## src/rtl/divider_pkg.sv

```systemverilog
// Shared types and sizing for the sequential restoring divider.
package divider_pkg;

  localparam int DIV_WIDTH_DEFAULT = 16;

  typedef enum logic {
    IDLE = 1'b0,
    BUSY = 1'b1
  } state_t;

  // Wide enough to hold WIDTH-1 with a spare bit.
  function automatic int cnt_width(input int w);
    return $clog2(w) + 1;
  endfunction

  localparam int DIV_CNT_W = cnt_width(DIV_WIDTH_DEFAULT);

endpackage

```

## src/rtl/divider_step.sv

```systemverilog
// One radix-2 restoring division stage: shift in one dividend bit, trial subtract.
module divider_step #(
  parameter int WIDTH = 16
) (
  input  logic [WIDTH-1:0] part_rem,
  input  logic             in_bit,
  input  logic [WIDTH-1:0] divisor,
  output logic [WIDTH-1:0] rem_next,
  output logic             q_bit
);

  logic [WIDTH:0] shifted;
  logic [WIDTH:0] trial;

  assign shifted = {part_rem, in_bit};
  // Top bit of the WIDTH+1 result is the borrow; part_rem < divisor keeps it exact.
  assign trial    = shifted - {1'b0, divisor};
  assign q_bit    = ~trial[WIDTH];
  assign rem_next = q_bit ? trial[WIDTH-1:0] : shifted[WIDTH-1:0];

endmodule

```

## src/rtl/seq_divider.sv

```systemverilog
// Multi-cycle unsigned divider, one quotient bit per clock.
// Optional DIVIDER_DBZ_EN: dbz output and single-cycle divide-by-zero shortcut.
module seq_divider
  import divider_pkg::*;
#(
  parameter int WIDTH = DIV_WIDTH_DEFAULT
) (
  input  logic             clk,
  input  logic             rst,
  input  logic [WIDTH-1:0] dividend,
  input  logic [WIDTH-1:0] divider,
  input  logic             start,
  output logic [WIDTH-1:0] quotient,
  output logic [WIDTH-1:0] remainder,
`ifdef DIVIDER_DBZ_EN
  output logic             dbz,
`endif
  output logic             ready
);

  localparam int CNT_W = cnt_width(WIDTH);

  state_t             state, state_nxt;
  logic [WIDTH-1:0]   shift_q;
  logic [WIDTH-1:0]   rem_q;
  logic [WIDTH-1:0]   div_q;
  logic [WIDTH-1:0]   rem_nxt;
  logic               q_bit;
  logic [CNT_W-1:0]   cnt;
  logic               last;
  logic               done;

  divider_step #(.WIDTH(WIDTH)) u_step (
    .part_rem (rem_q),
    .in_bit   (shift_q[WIDTH-1]),
    .divisor  (div_q),
    .rem_next (rem_nxt),
    .q_bit    (q_bit)
  );

  assign last  = (cnt == CNT_W'(WIDTH - 1));
  assign ready = (state == IDLE);

`ifdef DIVIDER_DBZ_EN
  logic dbz_hit;
  assign dbz_hit = (state == BUSY) && (cnt == '0) && (div_q == '0);
  assign done    = last || dbz_hit;
`else
  assign done    = last;
`endif

  always_ff @(posedge clk or negedge rst) begin
    if (!rst) state <= IDLE;
    else      state <= state_nxt;
  end

  always_comb begin
    state_nxt = state;
    unique case (state)
      IDLE: if (start) state_nxt = BUSY;
      BUSY: if (done)  state_nxt = IDLE;
      default: state_nxt = IDLE;
    endcase
  end

  always_ff @(posedge clk or negedge rst) begin
    if (!rst) begin
      shift_q   <= '0;
      rem_q     <= '0;
      div_q     <= '0;
      cnt       <= '0;
      quotient  <= '0;
      remainder <= '0;
`ifdef DIVIDER_DBZ_EN
      dbz       <= 1'b0;
`endif
    end else begin
      unique case (state)
        IDLE: begin
          if (start) begin
            shift_q <= dividend;
            div_q   <= divider;
            rem_q   <= '0;
            cnt     <= '0;
          end
        end
        BUSY: begin
`ifdef DIVIDER_DBZ_EN
          if (dbz_hit) begin
            // Shift register still holds the untouched dividend on the first step.
            quotient  <= '1;
            remainder <= shift_q;
            dbz       <= 1'b1;
          end else begin
`endif
            shift_q <= {shift_q[WIDTH-2:0], q_bit};
            rem_q   <= rem_nxt;
            cnt     <= cnt + 1'b1;
            if (last) begin
              quotient  <= {shift_q[WIDTH-2:0], q_bit};
              remainder <= rem_nxt;
`ifdef DIVIDER_DBZ_EN
              dbz       <= 1'b0;
`endif
            end
`ifdef DIVIDER_DBZ_EN
          end
`endif
        end
        default: ;
      endcase
    end
  end

endmodule

```

## config.mk

```make
export PLATFORM = sky130hd
export DESIGN_NAME = seq_divider
export DESIGN_NICKNAME = d
export VERILOG_FILES = /design/src/rtl/divider_pkg.sv /design/src/rtl/divider_step.sv /design/src/rtl/seq_divider.sv
export SDC_FILE = /design/constraint.sdc
export NUM_CORES = 1
export LEC_CHECK = 0
export CELL_PAD_IN_SITES_DETAIL_PLACEMENT = 1
export CELL_PAD_IN_SITES_GLOBAL_PLACEMENT = 1
export CORE_ASPECT_RATIO = 0.6
export CORE_UTILIZATION = 31
export DETAILED_ROUTE_END_ITERATION = 8
export GPL_TIMING_DRIVEN = 0
export PLACE_DENSITY_LB_ADDON = 0.1
export SETUP_SLACK_MARGIN = 0.15
export SYNTH_ARGS = -nofsm -noshare
export SYNTH_HDL_FRONTEND = slang
export SYNTH_SLANG_ARGS = --single-unit
```

## constraint.sdc

```tcl
create_clock -name clk -period 3.5 [get_ports clk]
set_input_delay 0.525 -clock clk [delete_from_list [all_inputs] [get_ports clk]]
set_output_delay 0.525 -clock clk [all_outputs]
set_load 0.05 [all_outputs]
```

==> results of run 1 <==
-- final cells by class --
class | count | share of cell area [%]
buffer | 24 | 1.82
clock buffer | 10 | 4.01
clock inverter | 6 | 1.66
inverter | 21 | 1.38
multi-input combinational | 295 | 36.8
sequential | 86 | 37.7
tap | 192 | 4.20
timing repair buffer | 69 | 12.5
-- through the flow --
step | instance area [um2] | setup TNS (ns) | instances
after detailed placement | 5340 | 0 | 685
after floorplan | 4420 | 0 | 426
after CTS | 5700 | 0 | 703
after global placement | 5320 | -124.68 | 684
after global routing | 5710 | 0 | 703
final | 5710 | 0 | 703
-- timing repair --
action,in CTS,in global routing
setup buffers,2,0
hold buffers,0,0
resized for setup,3,4
endpoints found under the hold margin,0,0
setup endpoints to repair,5,24
pin swaps,1,2
-- worst max path at each step --
stage	startpoint	end	slack [ns]	cells past startpoint
6_report	shift_q[15]$_DFFE_PN0P_	remainder[2]$_DFFE_PN0P_	0.32	12
5_1_grt	state$_DFF_PN0_	ready	0.19	5
4_1_cts	shift_q[15]$_DFFE_PN0P_	remainder[2]$_DFFE_PN0P_	0.20	12
3_5_place_dp	shift_q[15]$_DFFE_PN0P_	remainder[12]$_DFFE_PN0P_	0.10	12
3_3_place_gp	rst	div_q[15]$_DFFE_PN0P_	-1.46	1
2_1_floorplan	shift_q[15]$_DFFE_PN0P_	remainder[14]$_DFFE_PN0P_	0.67	11
-- kinds of logic (layout without fill, tap and decap cells) --
group           count (synthesis)  count (layout)  share of synthesized area (%)
mux                            53              53                           12.8
compound gates                113             113                           16.4
buf+inv                        45             130                           4.05
fa+ha+maj                      19              19                           5.55
flops                          86              86                           48.7
xor+xnor                       14              14                           3.20
simple gates                   96              96                           9.27
-- state kept, by name, indices dropped and copies added (netlist names) --
signal / flops
remainder: 16
state: 1
quotient: 16
shift_q: 16
cnt: 5
rem_q: 16
div_q: 16
-- cell usage after synthesis (all sizes together), types with 2 or more instances --
master	n	share of area (%)
and2	2	0.34
o31ai	2	0.45
inv	21	1.8
o22ai	14	2.0
xor2	7	1.4
nand3	4	0.45
o21ai	53	6.0
a311o	2	0.45
mux2i	31	7.0
and3	4	0.57
clkbuf	19	1.6
nand2	70	6.0
a211oi	3	0.91
nor2b	2	0.28
ha	18	5.1
dfrtp	86	49
a21oi	11	1.2
nor3	2	0.23
a21o	6	1.0
xnor2	7	1.8
buf	5	0.65
nor2	8	0.68
o21a	5	0.85
mux2	22	5.8
a31o	4	0.99
-- layout by cell type, fill, tap and decap left out, drive strengths merged, types with 8 or more instances in the layout --
cell type / count
mux2: 22
o21ai: 53
a21oi: 11
inv: 22
ha: 18
buf: 9
nor2: 8
nand2: 70
clkbuf: 29
mux2i: 31
dfrtp: 86
o22ai: 14
clkdlybuf4s50: 64
-- critical path, cell delays in order, from the launching register on --
cell                       delay, ns
sky130_fd_sc_hd__dfrtp_1        0.40
sky130_fd_sc_hd__inv_2          0.09
sky130_fd_sc_hd__ha_4           0.15
sky130_fd_sc_hd__inv_1          0.05
sky130_fd_sc_hd__fa_2           0.37
sky130_fd_sc_hd__a211oi_2       0.27
sky130_fd_sc_hd__o31ai_2        0.14
sky130_fd_sc_hd__a31o_4         0.30
sky130_fd_sc_hd__a211oi_4       0.35
sky130_fd_sc_hd__xnor2_4        0.18
sky130_fd_sc_hd__buf_12         0.17
sky130_fd_sc_hd__mux2_4         0.32
sky130_fd_sc_hd__mux2_2         0.26
-- per-layer routing --
layer / wire length (um) / global-route usage, % / vias to the layer above
met5: 0 / 0 / -
met2: 4710 / 23.1 / 50
met1: 6950 / 28.9 / 1681
met4: 59 / 3.92 / 0
li1: - / - / 1653
met3: 393 / 3.90 / 5
==> flow_summary.toml, run 1 <==
[logic_synthesis]
mappedNetlistArea_um2 = 4420
postSynthCellCount = 426
synth_top_flop_cell = "sky130_fd_sc_hd__dfrtp_1"
count_of_yosys_warnings_during_synthesis = 0
synth_area_per_cell_um2 = 10.4
synth.ff_latch_count = 86
synth_async_reset_ratio_pct = 100
synth_enable_flop_cells = 0
yosys.cell_types.count = 52
seq_area_frac_synth_pct = 48.7
mappedNetlistNets = 480

[detailed_routing]
drt_iter0_drc = 102
route.vias.total = 3389
drt_wirelength_mm = 12.1
drtPass1Iterations = 4
route.antenna.remaining_nets = 0
drt-wirelength-per-cell_um = 17.2
drt-vias-per-instance = 4.82
drcViolationCount = 0

[timing]
timing.max_slew.rel_slack_pct = 46.4
final_setup_fails = 0
grt_setup_unrepaired = "false"
hold_slack_ns = 0.140
skew_ns = 0.0122
slew_violations = 0
worst_slack_ns = 0.325
max_clock_freq_ghz = 0.315
period_needed_ns = 3.18
worst-slew-pin-transition_ns = 0.804
final_hold_viol_count = 0
final.period_utilization_pct = 90.7

[cells_and_area]
fraction_of_layout_instances_using_a_drive_strength_above_1_pct = 11.4
area_growth_pct = 29.4
finish.utilization_pct = 41.4
fillCellCount = 1563
layout.area.seq_um2 = 2150
diodes = 0
final_nets = 560
multi_input_area_um2 = 2100

[worst_setup_path]
timing.critical_path.required_ns = 3.73
timing.critical_path.to_type = "flop"
reg2reg_capture_point = "remainder[2]$_DFFE_PN0P_"
setup.worst_path.start_class = "flop"
r2r-start = "shift_q[15]$_DFFE_PN0P_"
timing.reg2reg.setup_slack_ns = 0.32
worstRegToRegCells = 12
critical_path.max_fanout = 8
crit_arrival_ns = 3.40
critPathKind = "reg2reg"

[floorplanning]
die_area_um2 = 14700
initial_core_utilization_pct = 32.0
core_area_um2 = 13800
die_w_um = 156
floorplan.rows = 33
pin_count = 68
die_y_um = 94.4

[clocking]
cts_tree = "built"
worstSkewPairLatency_ns = 0.34
clock_tree.buffer_depth = 2
htreeDepth = 3
tritoncts.num_buffers = 9
worst_setup_hold_path_clk_slew_ns = 0.07
clk_root_buffer_cell = "sky130_fd_sc_hd__clkbuf_16"
clock_sink_count = 86

[place]
final_wtd_congestion = 0.839
hpwl_mm = 9.38
preCtsSetupSlack_ns = 0.100
port_buffers = 66

[run]
max_cap_violations = 0

[global_routing]
grt_start_max_net_pins = 55
global_route.usage.total_pct = 17.8
via_count_of_the_first_global_routing_pass = 3398
initial_antenna_violation_count = 0
grt-ovfl-total = 0
grt_pass1_wl_mm = 19.6

[run_status]
run_status = "finished, final reports clean"

[min_path]
type_of_the_tightest_min_delay_check = "in2async"
Power of run 1 is left out: the tool's default activity adds up to more than one toggle a clock period on the data nets, which glitch-free logic cannot reach.
==> inputs of run 2 (changes only) <==
--- a/config.mk
+++ b/config.mk
@@ -12,7 +12,6 @@
 export DETAILED_ROUTE_END_ITERATION = 8
 export GPL_TIMING_DRIVEN = 0
 export PLACE_DENSITY_LB_ADDON = 0.1
-export SETUP_SLACK_MARGIN = 0.15
 export SYNTH_ARGS = -nofsm -noshare
 export SYNTH_HDL_FRONTEND = slang
 export SYNTH_SLANG_ARGS = --single-unit
==> flow_summary.toml, run 2 (same netlist as run 1, synthesis figures left out) <==
[worst_setup_path]
critical_path.cell_chain = "inv_1 > ha_1 > inv_1 > fa_1 > a211oi_2 > o31ai_2 > a31o_4 > a211oi_4 > xnor2_4 > buf_12 > mux2_4 > mux2_2"
timing.critical_path.mode_cell = "sky130_fd_sc_hd__inv_1"
critical_path.max_fanout = 7
cp_slowest_stage_delay_ns = 0.44
timing.critical_path.to_type = "flop"
critPathKind = "reg2reg"
worst_path_max_delay_cell = "sky130_fd_sc_hd__fa_1"
setup.worst_path.start_class = "flop"
timing.critical_path.required_ns = 3.73
crit_arrival_ns = 3.54

[floorplanning]
die_area_um2 = 14700
pin_count = 68
die_y_um = 94.4
core_area_um2 = 13800
floorplan.rows = 33
die_w_um = 156
initial_core_utilization_pct = 32.0

[clocking]
worst_setup_hold_path_clk_slew_ns = 0.07
tritoncts.num_buffers = 9
post_cts_hold_buffer_count = 0
worstSkewPairLatency_ns = 0.34
cts_tree = "built"
htreeDepth = 3
clk_root_buffer_cell = "sky130_fd_sc_hd__clkbuf_16"
clock_sink_count = 86
clock_tree.buffer_depth = 2

[detailed_routing]
drt-vias-per-instance = 4.82
route.vias.total = 3399
drcViolationCount = 0
drt_iter0_drc = 107
route.antenna.remaining_nets = 0
drtPass1Iterations = 4
drt_wirelength_mm = 12.2
drt-wirelength-per-cell_um = 17.2

[timing]
grt_setup_unrepaired = "false"
final_setup_fails = 0
timing.max_slew.rel_slack_pct = 46.4
final.period_utilization_pct = 94.6
max_clock_freq_ghz = 0.302
hold_slack_ns = 0.138
final_hold_viol_count = 0
period_needed_ns = 3.31
worst-slew-pin-transition_ns = 0.804
slew_violations = 0
skew_ns = 0.0129
worst_slack_ns = 0.189

[run]
max_cap_violations = 0

[place]
preCtsSetupSlack_ns = 0.100
final_wtd_congestion = 0.839
port_buffers = 66
hpwl_mm = 9.38

[cells_and_area]
final_nets = 562
diodes = 0
finish.utilization_pct = 41.5
fraction_of_layout_instances_using_a_drive_strength_above_1_pct = 11.1
area_growth_pct = 29.5
layout.cells.most_common_list = "sky130_fd_sc_hd__dfrtp_1, sky130_fd_sc_hd__nand2_1, sky130_fd_sc_hd__clkdlybuf4s50_1"
layout_commonest_cell = "sky130_fd_sc_hd__dfrtp_1"

[global_routing]
grt-ovfl-total = 0
grt_start_max_net_pins = 55
initial_antenna_violation_count = 0
global_route.usage.total_pct = 17.8
via_count_of_the_first_global_routing_pass = 3387
grt_pass1_wl_mm = 19.6

[run_status]
run_status = "finished, final reports clean"

[min_path]
type_of_the_tightest_min_delay_check = "in2async"
==> run 2: worst max-delay path, delay by kind of cell (launching register included) <==
| kind | cells | cell delay, ns |
|---|---|---|
| xor+xnor | 1 | 0.19 |
| mux | 2 | 0.58 |
| compound gates | 4 | 1.01 |
| flops | 1 | 0.39 |
| buf+inv | 3 | 0.34 |
| fa+ha+maj | 2 | 0.68 |
==> run 2: stage by stage <==
| stage | instance area (um2) | TNS [ns] | std cells |
|---|---|---|---|
| final | 5720 | 0 | 705 |
| after floorplan | 4420 | 0 | 426 |
| after global routing | 5720 | 0 | 705 |
| after CTS | 5670 | 0 | 701 |
| after detailed placement | 5340 | 0 | 685 |
| after global placement | 5320 | -124.68 | 684 |
==> run 2: area by class of cell <==
type / count / area, um2
buffer: 24 / 104
clock buffer: 10 / 229
clock inverter: 6 / 95.1
fill: 1566 / 8070
inverter: 21 / 78.8
multi-input combinational: 295 / 2090
sequential: 86 / 2150
tap: 192 / 240
timing repair buffer: 71 / 731
==> run 2: final timing paths <==
path                            depth (start not counted)  slack (ns)                         to                 startpoint
worst min-delay path                                    1        0.14   quotient[12]$_DFFE_PN0P_                        rst
worst max register to register                         12        0.19   remainder[2]$_DFFE_PN0P_    shift_q[15]$_DFFE_PN0P_
max in group asynchronous                               2        2.71      rem_q[11]$_DFFE_PN0P_                        rst
worst min register to register                          2        0.48  remainder[11]$_DFFE_PN0P_  remainder[11]$_DFFE_PN0P_
min in group clk                                        2        0.48  remainder[11]$_DFFE_PN0P_  remainder[11]$_DFFE_PN0P_
worst max-delay path                                   12        0.19   remainder[2]$_DFFE_PN0P_    shift_q[15]$_DFFE_PN0P_
==> run 2: timing repair <==
| item | in CTS | in global routing |
|---|---|---|
| endpoints found under the hold margin | 0 | 0 |
| setup buffers | 0 | 4 |
| resized for setup | 0 | 3 |
| endpoints found under the setup margin | 0 | 15 |
==> run 2: layer usage <==
metal	global-route usage (%)	vias to the layer above	routed length (um)
met5	0	-	0
met4	3.92	0	58
met3	3.90	5	384
met2	23.1	50	4750
met1	28.9	1686	6960
li1	-	1658	-
Power of run 2 is left out for the same reason.
